**src/rtl/vault_pkg.sv**
```systemverilog
// Shared types and default constants for the vault code transmitter.
package vault_pkg;

  typedef enum logic [1:0] {
    ST_IDLE = 2'd0,
    ST_SEND = 2'd1,
    ST_GAP  = 2'd2,
    ST_DONE = 2'd3
  } vault_state_e;

  localparam int DEF_CODE_W  = 4;
  localparam int DEF_BIT_DIV = 1;
  localparam int DEF_GAP_CYC = 2;

  localparam logic [DEF_CODE_W-1:0] DEF_VAULT_CODE = 4'b1011;

endpackage

```
**src/rtl/vault_bit_tick.sv**
```systemverilog
// Bit-period down-counter: reloads to BIT_DIV-1 on load, ticks when it reaches 0.
module vault_bit_tick #(
  parameter int BIT_DIV = vault_pkg::DEF_BIT_DIV
) (
  input  logic clk,
  input  logic reset,
  input  logic load,
  output logic tick
);

  localparam logic [7:0] RELOAD = 8'(BIT_DIV - 1);

  logic [7:0] cnt_q, cnt_d;

  always_comb begin
    cnt_d = cnt_q;
    if (load) begin
      cnt_d = RELOAD;
    end else if (cnt_q != 8'd0) begin
      cnt_d = cnt_q - 8'd1;
    end
  end

  // NOTE: sequential state uses non-blocking assignments only, so every flop
  // samples the pre-edge value of every other flop.
  always_ff @(posedge clk or posedge reset) begin
    if (reset) begin
      cnt_q <= 8'd0;
    end else begin
      cnt_q <= cnt_d;
    end
  end

  assign tick = (cnt_q == 8'd0);

endmodule

```
**src/rtl/vault_code_tx.sv**
```systemverilog
// Serial vault-code transmitter: sends a captured code word MSB first,
// then an idle gap, then a one-cycle tx_done pulse.
module vault_code_tx
  import vault_pkg::*;
#(
  parameter int CODE_W  = DEF_CODE_W,
  parameter int BIT_DIV = DEF_BIT_DIV,
  parameter int GAP_CYC = DEF_GAP_CYC
) (
  input  logic              clk,
  input  logic              reset,
  input  logic              start,
  input  logic [CODE_W-1:0] code_word,
  output logic              code_out,
  output logic              busy,
  output logic              tx_done
);

  localparam int         IDX_W    = $clog2(CODE_W);
  localparam logic [7:0] GAP_LOAD = 8'((GAP_CYC > 0) ? GAP_CYC - 1 : 0);

  vault_state_e      state_q, state_d;
  logic [CODE_W-1:0] shadow_q, shadow_d;
  logic [IDX_W-1:0]  idx_q, idx_d, idx_dec;
  logic [7:0]        gap_q, gap_d;
  logic              code_out_q, code_out_d;
  logic              tick_load, tick;

  vault_bit_tick #(
    .BIT_DIV (BIT_DIV)
  ) u_bit_tick (
    .clk   (clk),
    .reset (reset),
    .load  (tick_load),
    .tick  (tick)
  );

  assign idx_dec = idx_q - IDX_W'(1);

  // NOTE: every variable gets a default before the case so no path leaves it
  // unassigned, which would otherwise infer a latch.
  always_comb begin
    state_d    = state_q;
    shadow_d   = shadow_q;
    idx_d      = idx_q;
    gap_d      = gap_q;
    code_out_d = 1'b0;
    tick_load  = 1'b0;

    case (state_q)
      ST_IDLE: begin
        if (start) begin
          shadow_d   = code_word;
          idx_d      = IDX_W'(CODE_W - 1);
          code_out_d = code_word[CODE_W-1];
          tick_load  = 1'b1;
          state_d    = ST_SEND;
        end
      end

      ST_SEND: begin
        code_out_d = shadow_q[idx_q];
        if (tick) begin
          if (idx_q == '0) begin
            // Last bit done: line drops to idle level on the same edge.
            code_out_d = 1'b0;
            if (GAP_CYC > 0) begin
              gap_d   = GAP_LOAD;
              state_d = ST_GAP;
            end else begin
              state_d = ST_DONE;
            end
          end else begin
            idx_d      = idx_dec;
            code_out_d = shadow_q[idx_dec];
            tick_load  = 1'b1;
          end
        end
      end

      ST_GAP: begin
        if (gap_q == 8'd0) begin
          state_d = ST_DONE;
        end else begin
          gap_d = gap_q - 8'd1;
        end
      end

      ST_DONE: begin
        state_d = ST_IDLE;
      end

      default: begin
        state_d = ST_IDLE;
      end
    endcase
  end

  always_ff @(posedge clk or posedge reset) begin
    if (reset) begin
      state_q    <= ST_IDLE;
      shadow_q   <= '0;
      idx_q      <= '0;
      gap_q      <= 8'd0;
      code_out_q <= 1'b0;
    end else begin
      state_q    <= state_d;
      shadow_q   <= shadow_d;
      idx_q      <= idx_d;
      gap_q      <= gap_d;
      code_out_q <= code_out_d;
    end
  end

  assign code_out = code_out_q;
  assign busy     = (state_q != ST_IDLE);
  assign tx_done  = (state_q == ST_DONE);

endmodule

```
**config.mk**
```make
export PLATFORM = sky130hd
export DESIGN_NAME = vault_code_tx
export DESIGN_NICKNAME = d
export VERILOG_FILES = /design/src/rtl/vault_pkg.sv /design/src/rtl/vault_bit_tick.sv /design/src/rtl/vault_code_tx.sv
export SDC_FILE = /design/constraint.sdc
export NUM_CORES = 1
export LEC_CHECK = 0
export ABC_AREA = 1
export ABC_CLOCK_PERIOD_IN_PS = 1600
export CORE_ASPECT_RATIO = 1.25
export CORE_UTILIZATION = 52
export CTS_CLUSTER_DIAMETER = 40
export DETAILED_ROUTE_END_ITERATION = 10
export PLACE_DENSITY = 0.74
export SLEW_MARGIN = 20
export SYNTH_ARGS = -nofsm -noshare
export SYNTH_HDL_FRONTEND = slang
export SYNTH_SLANG_ARGS = --single-unit
```
**constraint.sdc**
```tcl
create_clock -name clk -period 1.6 [get_ports clk]
set_input_delay 0.16 -clock clk [delete_from_list [all_inputs] [get_ports clk]]
set_output_delay 0.16 -clock clk [all_outputs]
set_load 0.02 [all_outputs]
```
==> run_results.csv, run 1 <==
group,metric,value,unit
placed_design,hpwl,2330,um
drt,vias,1398,
status,status,"complete, no violations",
yosys,ys_ff_latch,25,
worst_setup_path,cp.required,1.44,ns
cts,cts_buffers,3,
cts,cts_sinks,25,
worst_setup_path,crit_fanout,4,
yosys,synth_edf_count,0,
hold_path,min_path_type,"input pin to asynchronous set/reset pin",
worst_setup_path,path_cells,"buf_4, ha_1, clkdlybuf4s15_1",
drt,wl,3140,um
yosys,async_flop_share,100,%
sta,fmax,655,MHz
yosys,synth_top_cell_by_area,"dfrtp_1",
finish,drive_gt1_share,20.1,%
sta,period_minus_slack,1.53,ns
finish,nets,252,
power_and_ir_drop,vdd_drop_max,1340,uV
floorplanning,dieArea,3250,um^2
sta,final-setup-viol-count,0,
worst_setup_path,slowest_delay,0.45,ns
drt,dr.pass1.iters,4,
finish,postLayoutCellArea,1890,um^2
yosys,yosysMostFrequentCell,"nand2_1",
worst_setup_path,cp-start-kind,"flop",
sta,worst_pin_slew,0.316,ns
power_and_ir_drop,p_leak,1.00,nW
cts,cts_max_path_buffers,2,
yosys,syn_area_per_cell,7.60,um^2
sta,slew_headroom,78.9,%
placed_design,port_buffers,9,
finish,syn2layout_area_growth,20.0,%
floorplanning,rows,21,
yosys,synthCells,207,
floorplanning,core_area,2790,um^2
global_route,grt_max_degree,26,
floorplanning,start_util,56.5,%
cts,clock_latency,0.32,ns
yosys,syn_area,1570,um^2
cts,cts_max_level,1,
drt,drtIter0Drc,51,
cts,cts_tree,"yes",
yosys,ys.flop_type,"dfrtp_1",
yosys,yosysWarningCount,0,
drt,wl_per_cell,11.7,um
worst_setup_path,worst_path_max_delay_cell,"dfrtp_1",
sta,fin_crit_sh,95.5,%
sta,clock_skew,0.0106,ns
floorplanning,die_x,51.2,um
yosys,synth_cell_types,27,
floorplanning,fp.dieH,63.5,um
yosys,ys_seq_area_share,39.7,%
floorplanning,io_pins,10,
yosys,synth_compound_area_share,9.54,%
power_and_ir_drop,pwr_density_cell,1780,nW/um^2
cts,clk_pin_slew,0.15,ns
global_route,overflow,0,
run,drv_cap,0,
drt,route.detailed.drc,0,
finish,n_fill_cell,249,
cts,ctsHoldBuffers,0,
cts,root_buffer,"clkbuf_4",
yosys,synth.top_cell.area_share,39.7,%
yosys,yosys-top-cells-count,"nand2_1, nor2_1, dfrtp_1, inv_1, nand3_1",
global_route,grt_pass1_wl,5400,um
placed_design,gp_congestion,0.845,
worst_setup_path,cp_data_arrival_time,1.37,ns
yosys,muxShareOfSynthArea,0,%
yosys,synth_fp_nets,224,
power_and_ir_drop,p_total,3.36,mW
worst_setup_path,worstSetupEndpointType,"primary output",
worst_setup_path,path_class,"flop to primary output",
sta,finalHoldViolCount,0,
global_route,track_usage,21.2,%
yosys,synth_top_family_by_area,"simple AND/OR/NAND/NOR gates",
yosys,synthSimpleGateAreaFrac,33.5,%
yosys,synth-xor-area-share,3.34,%
sta,drv_slew,0,
placed_design,place_area,1780,um^2
finish,diodes,0,
global_route,antenna_found_initial,0,
yosys,synthAdderAreaFrac,7.95,%
drt,routed_via_density,5.22,
drt,ant_nets,0,
yosys,synth_area_leaders,"dfrtp_1, nand2_1, ha_1, nor2_1, nand3_1",
global_route,grt_pass1_vias,1309,
## critical path: cells and delay by family (launching register included)
family     cells  cell delay (ns)
flops          1             0.45
buf+inv        2             0.43
fa+ha+maj      1             0.18
## flip-flops by register name, indices dropped and copies added (netlist names)
register and cells:
gap_q 8, u_bit_tick.cnt_q 8, shadow_q 4, idx_q 2
state_q 2, code_out 1
## power by group
group          total (mW)  switching (mW)  internal, mW  leakage [nW]
sequential          0.999           0.175         0.823         0.324
clock               0.291           0.196        0.0954        0.0139
combinational        2.07            1.22         0.846         0.662
total                3.36            1.59          1.76          1.00
## routing by layer
metal  GRT usage (%)  wire length [um]
met1            27.1              1410
met5               0                 0
met4            5.07                20
met2            37.5              1630
met3            2.17                85
## layout by cell type, fill, tap and decap left out, types with 2 or more instances in the layout
cell type,instances
nand2_1,52
nor2_1,25
dfrtp_1,25
nand3_1,17
inv_1,15
buf_4,13
o21ai_0,10
inv_2,9
a21oi_1,8
ha_1,8
clkdlybuf4s50_1,7
nor3_1,5
nor2_2,4
xor2_1,4
nand2_2,3
nand4_1,3
clkbuf_4,3
nor2_4,2
nand2_4,2
xnor2_1,2
## area by class of cell
type,instances,area (um^2),area share [%]
Multi-Input combinational cell,157,902,47.8
Sequential cell,25,626,33.1
Timing Repair Buffer,23,194,10.3
Inverter,25,93.8,4.97
Tap cell,34,42.5,2.25
Clock buffer,3,22.5,1.19
Clock inverter,1,7.51,0.398
## through the flow
step | hold WS, ns | setup TNS [ns] | util [%] | setup WS, ns | std cells
2_1_floorplan | 0.187 | 0 | - | 0.115 | 207
3_3_place_gp | 0.482 | 0 | 64.0 | 0.0998 | 260
3_5_place_dp | 0.493 | 0 | 64.0 | 0.0499 | 260
4_1_cts | 0.166 | 0 | 65.0 | 0.0122 | 264
5_1_grt | 0.196 | -0.0514 | 67.8 | -0.0242 | 268
6_report | 0.160 | 0 | 67.8 | 0.0723 | 268
## repair_timing
item                       in CTS  in global routing
gates resized for setup         4                 18
setup endpoints to repair       2                 22
pin swaps                       0                  4
setup buffers                   0                  4
## path summary, 6_finish.rpt
kind | start | endpoint | slack, ns | depth (start not counted)
worst min-delay path | reset | u_bit_tick.cnt_q[1]$_DFFE_PP0P_ | 0.16 | 3
worst min register to register | gap_q[0]$_DFFE_PP0P_ | gap_q[0]$_DFFE_PP0P_ | 0.52 | 2
min in group clk | code_word[0] | shadow_q[0]$_DFFE_PP0P_ | 0.39 | 3
worst max-delay path | state_q[1]$_DFFE_PP0P_ | tx_done | 0.07 | 3
worst max register to register | gap_q[1]$_DFFE_PP0P_ | state_q[1]$_DFFE_PP0P_ | 0.11 | 9
max in group asynchronous | reset | gap_q[1]$_DFFE_PP0P_ | 1.19 | 3
## cells by family after synthesis
kind of cell,after synthesis
simple gates,117
buf+inv,25
flops,25
compound gates,24
fa+ha+maj,10
xor+xnor,6
No activity file was read; power rests on OpenSTA's default activity.
==> run 2: changes to the inputs <==
--- a/config.mk
+++ b/config.mk
@@ -5,7 +5,6 @@
 export SDC_FILE = /design/constraint.sdc
 export NUM_CORES = 1
 export LEC_CHECK = 0
-export ABC_AREA = 1
 export ABC_CLOCK_PERIOD_IN_PS = 1600
 export CORE_ASPECT_RATIO = 1.25
 export CORE_UTILIZATION = 52
==> run 2 against run 1 <==
  * The flow now finishes with violations (setup timing)
  * Synthesized cell count is 29% lower
  * Via count is 9.0% higher
  * Register-to-register slack worse by 0.39 ns
  * Maximum frequency is 19% lower
  * Wire length is 52% higher
  * Clock-buffer cell count stayed put
  * Global-route usage is 6.6 points higher
  * Die area is 4.6% lower
  * Non-clock buffer count is 48 higher
  * Setup slack worse by 0.36 ns
  * Final area is 26% higher
  * Synthesized area is 4.8% lower
==> run_results.csv, run 2 <==
group,metric,value,unit
yosys,yosys-top-cells-count,"dfrtp_1, inv_1, nor2_1, nand2_1, ha_1",
finish,syn2layout_area_growth,58.3,%
finish,layout_common_cells,"buf_4, dfrtp_1, nor2_1, nand2_1, buf_6",
drt,ant_nets,0,
placed_design,hpwl,2820,um
cts,cts_tree,"yes",
worst_setup_path,cp_data_arrival_time,2.13,ns
power_and_ir_drop,vdd_drop_max,1460,uV
power_and_ir_drop,p_total,4.01,mW
drt,wl_per_cell,18.7,um
drt,drtIter0Drc,69,
global_route,grt_max_degree,26,
yosys,synth_compound_area_share,15.1,%
global_route,grt_pass1_wl,6430,um
yosys,synth_top_cell_by_area,"dfrtp_1",
floorplanning,fp.dieH,62.0,um
placed_design,port_buffers,9,
yosys,synth_cell_types,43,
yosys,synth_top_family_by_area,"simple AND/OR/NAND/NOR gates",
floorplanning,rows,21,
yosys,muxShareOfSynthArea,7.35,%
global_route,track_usage,27.8,%
placed_design,gp_congestion,0.871,
cts,cts_max_path_buffers,2,
global_route,antenna_found_initial,0,
sta,finalHoldViolCount,0,
worst_setup_path,crit_fanout,4,
cts,clock_latency,0.32,ns
sta,final-setup-viol-count,20,
finish,final_util,87.7,%
sta,setup_slack,-0.285,ns
yosys,ys_seq_area_share,41.7,%
yosys,synth.top_cell.area_share,41.7,%
run,drv_cap,0,
worst_setup_path,crit_start,"state_q[1]$_DFFE_PP0P_",
drt,route.detailed.drc,0,
finish,nets,240,
yosys,synthSimpleGateAreaFrac,20.4,%
worst_setup_path,r2r_slack,-0.28,ns
floorplanning,core_area,2710,um^2
cts,clk_pin_slew,0.15,ns
cts,cts_sinks,25,
status,violations,"setup timing",
hold_path,min_path_type,"input pin to asynchronous set/reset pin",
placed_design,place_ws,-0.252,ns
cts,cts_buffers,3,
sta,worst_pin_slew,0.349,ns
yosys,yosysWarningCount,0,
finish,instances_no_fill,256,
finish,top_regs,"gap_q (8), u_bit_tick.cnt_q (8), shadow_q (4)",
sta,period_minus_slack,1.88,ns
yosys,synth_fp_nets,165,
worst_setup_path,path_class,"flop to flop",
power_and_ir_drop,p_leak,1.11,nW
yosys,ys_ff_latch,25,
drt,routed_via_density,5.95,
sta,clock_skew,0.0105,ns
yosys,syn_area_per_cell,10.1,um^2
finish,layout_commonest_cell,"buf_4",
yosys,async_flop_share,100,%
worst_setup_path,r2r_start,"state_q[1]$_DFFE_PP0P_",
cts,cts_max_level,1,
yosys,ys.flop_type,"dfrtp_1",
drt,dr.pass1.iters,4,
yosys,synth-xor-area-share,3.51,%
sta,drv_slew,0,
floorplanning,start_util,55.4,%
global_route,grt_pass1_vias,1470,
finish,n_fill_cell,122,
status,status,"finished with violations",
power_and_ir_drop,pwr_density_cell,1690,nW/um^2
finish,drive_gt1_share,49.1,%
drt,wl,4780,um
drt,vias,1524,
yosys,synthCells,148,
yosys,yosysMostFrequentCell,"dfrtp_1",
placed_design,dpl.cell_count,237,
floorplanning,die_x,50.0,um
worst_setup_path,cp-start-kind,"flop",
worst_setup_path,reg2regPathDepth,6,
yosys,synth_edf_count,0,
sta,fmax,531,MHz
yosys,synthAdderAreaFrac,8.35,%
worst_setup_path,cp.required,1.85,ns
sta,slew_headroom,76.6,%
floorplanning,dieArea,3100,um^2
global_route,overflow,0,
sta,fin_crit_sh,118,%
worst_setup_path,worstSetupEndpointType,"flop",
cts,root_buffer,"clkbuf_4",
floorplanning,io_pins,10,
finish,diodes,0,
sta,rsz0062_at_grt,"yes",
sta,holdWs,0.176,ns
yosys,synth_area_leaders,"dfrtp_1, ha_1, inv_1, nor2_1, mux2_2",
yosys,syn_area,1500,um^2
[run 2: power breakdown]
part	switching (mW)	internal, mW	leakage (nW)
clock	0.198	0.0953	0.0139
combinational	1.25	1.45	0.779
sequential	0.170	0.837	0.316
total	1.62	2.39	1.11
[run 2: cell families (layout without fill, tap and decap cells)]
family,after synthesis,in the layout
AO/OA/AOI/OAI,32,32
buffers and inverters,14,88
AND/OR/NAND/NOR,53,53
flip-flops,25,25
multiplexers,8,8
XOR/XNOR,6,6
adder cells (fa/ha/maj),10,10
[run 2: final timing paths]
check                                                   to
max reg2reg                           gap_q[3]$_DFFE_PP0P_
min in group clk                   shadow_q[3]$_DFFE_PP0P_
max                                   gap_q[3]$_DFFE_PP0P_
max in group asynchronous  u_bit_tick.cnt_q[2]$_DFFE_PP0P_
min reg2reg                        shadow_q[1]$_DFFE_PP0P_
min                                shadow_q[0]$_DFFE_PP0P_
[run 2: layout make-up]
type,count,area [um^2],area share (%)
clock inverter,1,7.51,0.316
timing repair buffer,71,584,24.6
clock buffer,3,22.5,0.949
tap,34,42.5,1.79
multi-input combinational,109,1040,43.8
inverter,13,51.3,2.16
sequential,25,627,26.4
[run 2: routing by layer]
metal,vias to the layer above,share of wire (%),track usage (%)
met3,16,3.6,2.92
met1,761,38,30.3
li1,691,-,-
met4,0,2.8,7.76
met5,-,0,0
met2,56,56,56.8
[run 2: repair_timing]
| item | CTS | global route |
|---|---|---|
| pin swaps | 11 | 11 |
| gates resized for setup | 31 | 22 |
| cloned | 0 | 0 |
| setup endpoints to repair | 25 | 23 |
| hold buffers | 0 | 0 |
| hold endpoints to repair | 0 | 0 |
| setup buffers | 12 | 7 |
[run 2: stage by stage]
| step | TNS (ns) | instance area (um^2) |
|---|---|---|
| floorplan | -0.730 | 1560 |
| global placement | -1.51 | 2040 |
| detailed placement | -2.49 | 2040 |
| CTS | -1.93 | 2260 |
| global route | -4.09 | 2370 |
| finish | -2.86 | 2370 |
[run 2: critical path, stage by stage (launching register included)]
cell and delay, ns:
dfrtp_1 0.42, buf_6 0.13, ha_4 0.16, nor4bb_4 0.16, a211o_1 0.31, or4_1 0.48
a21boi_1 0.15
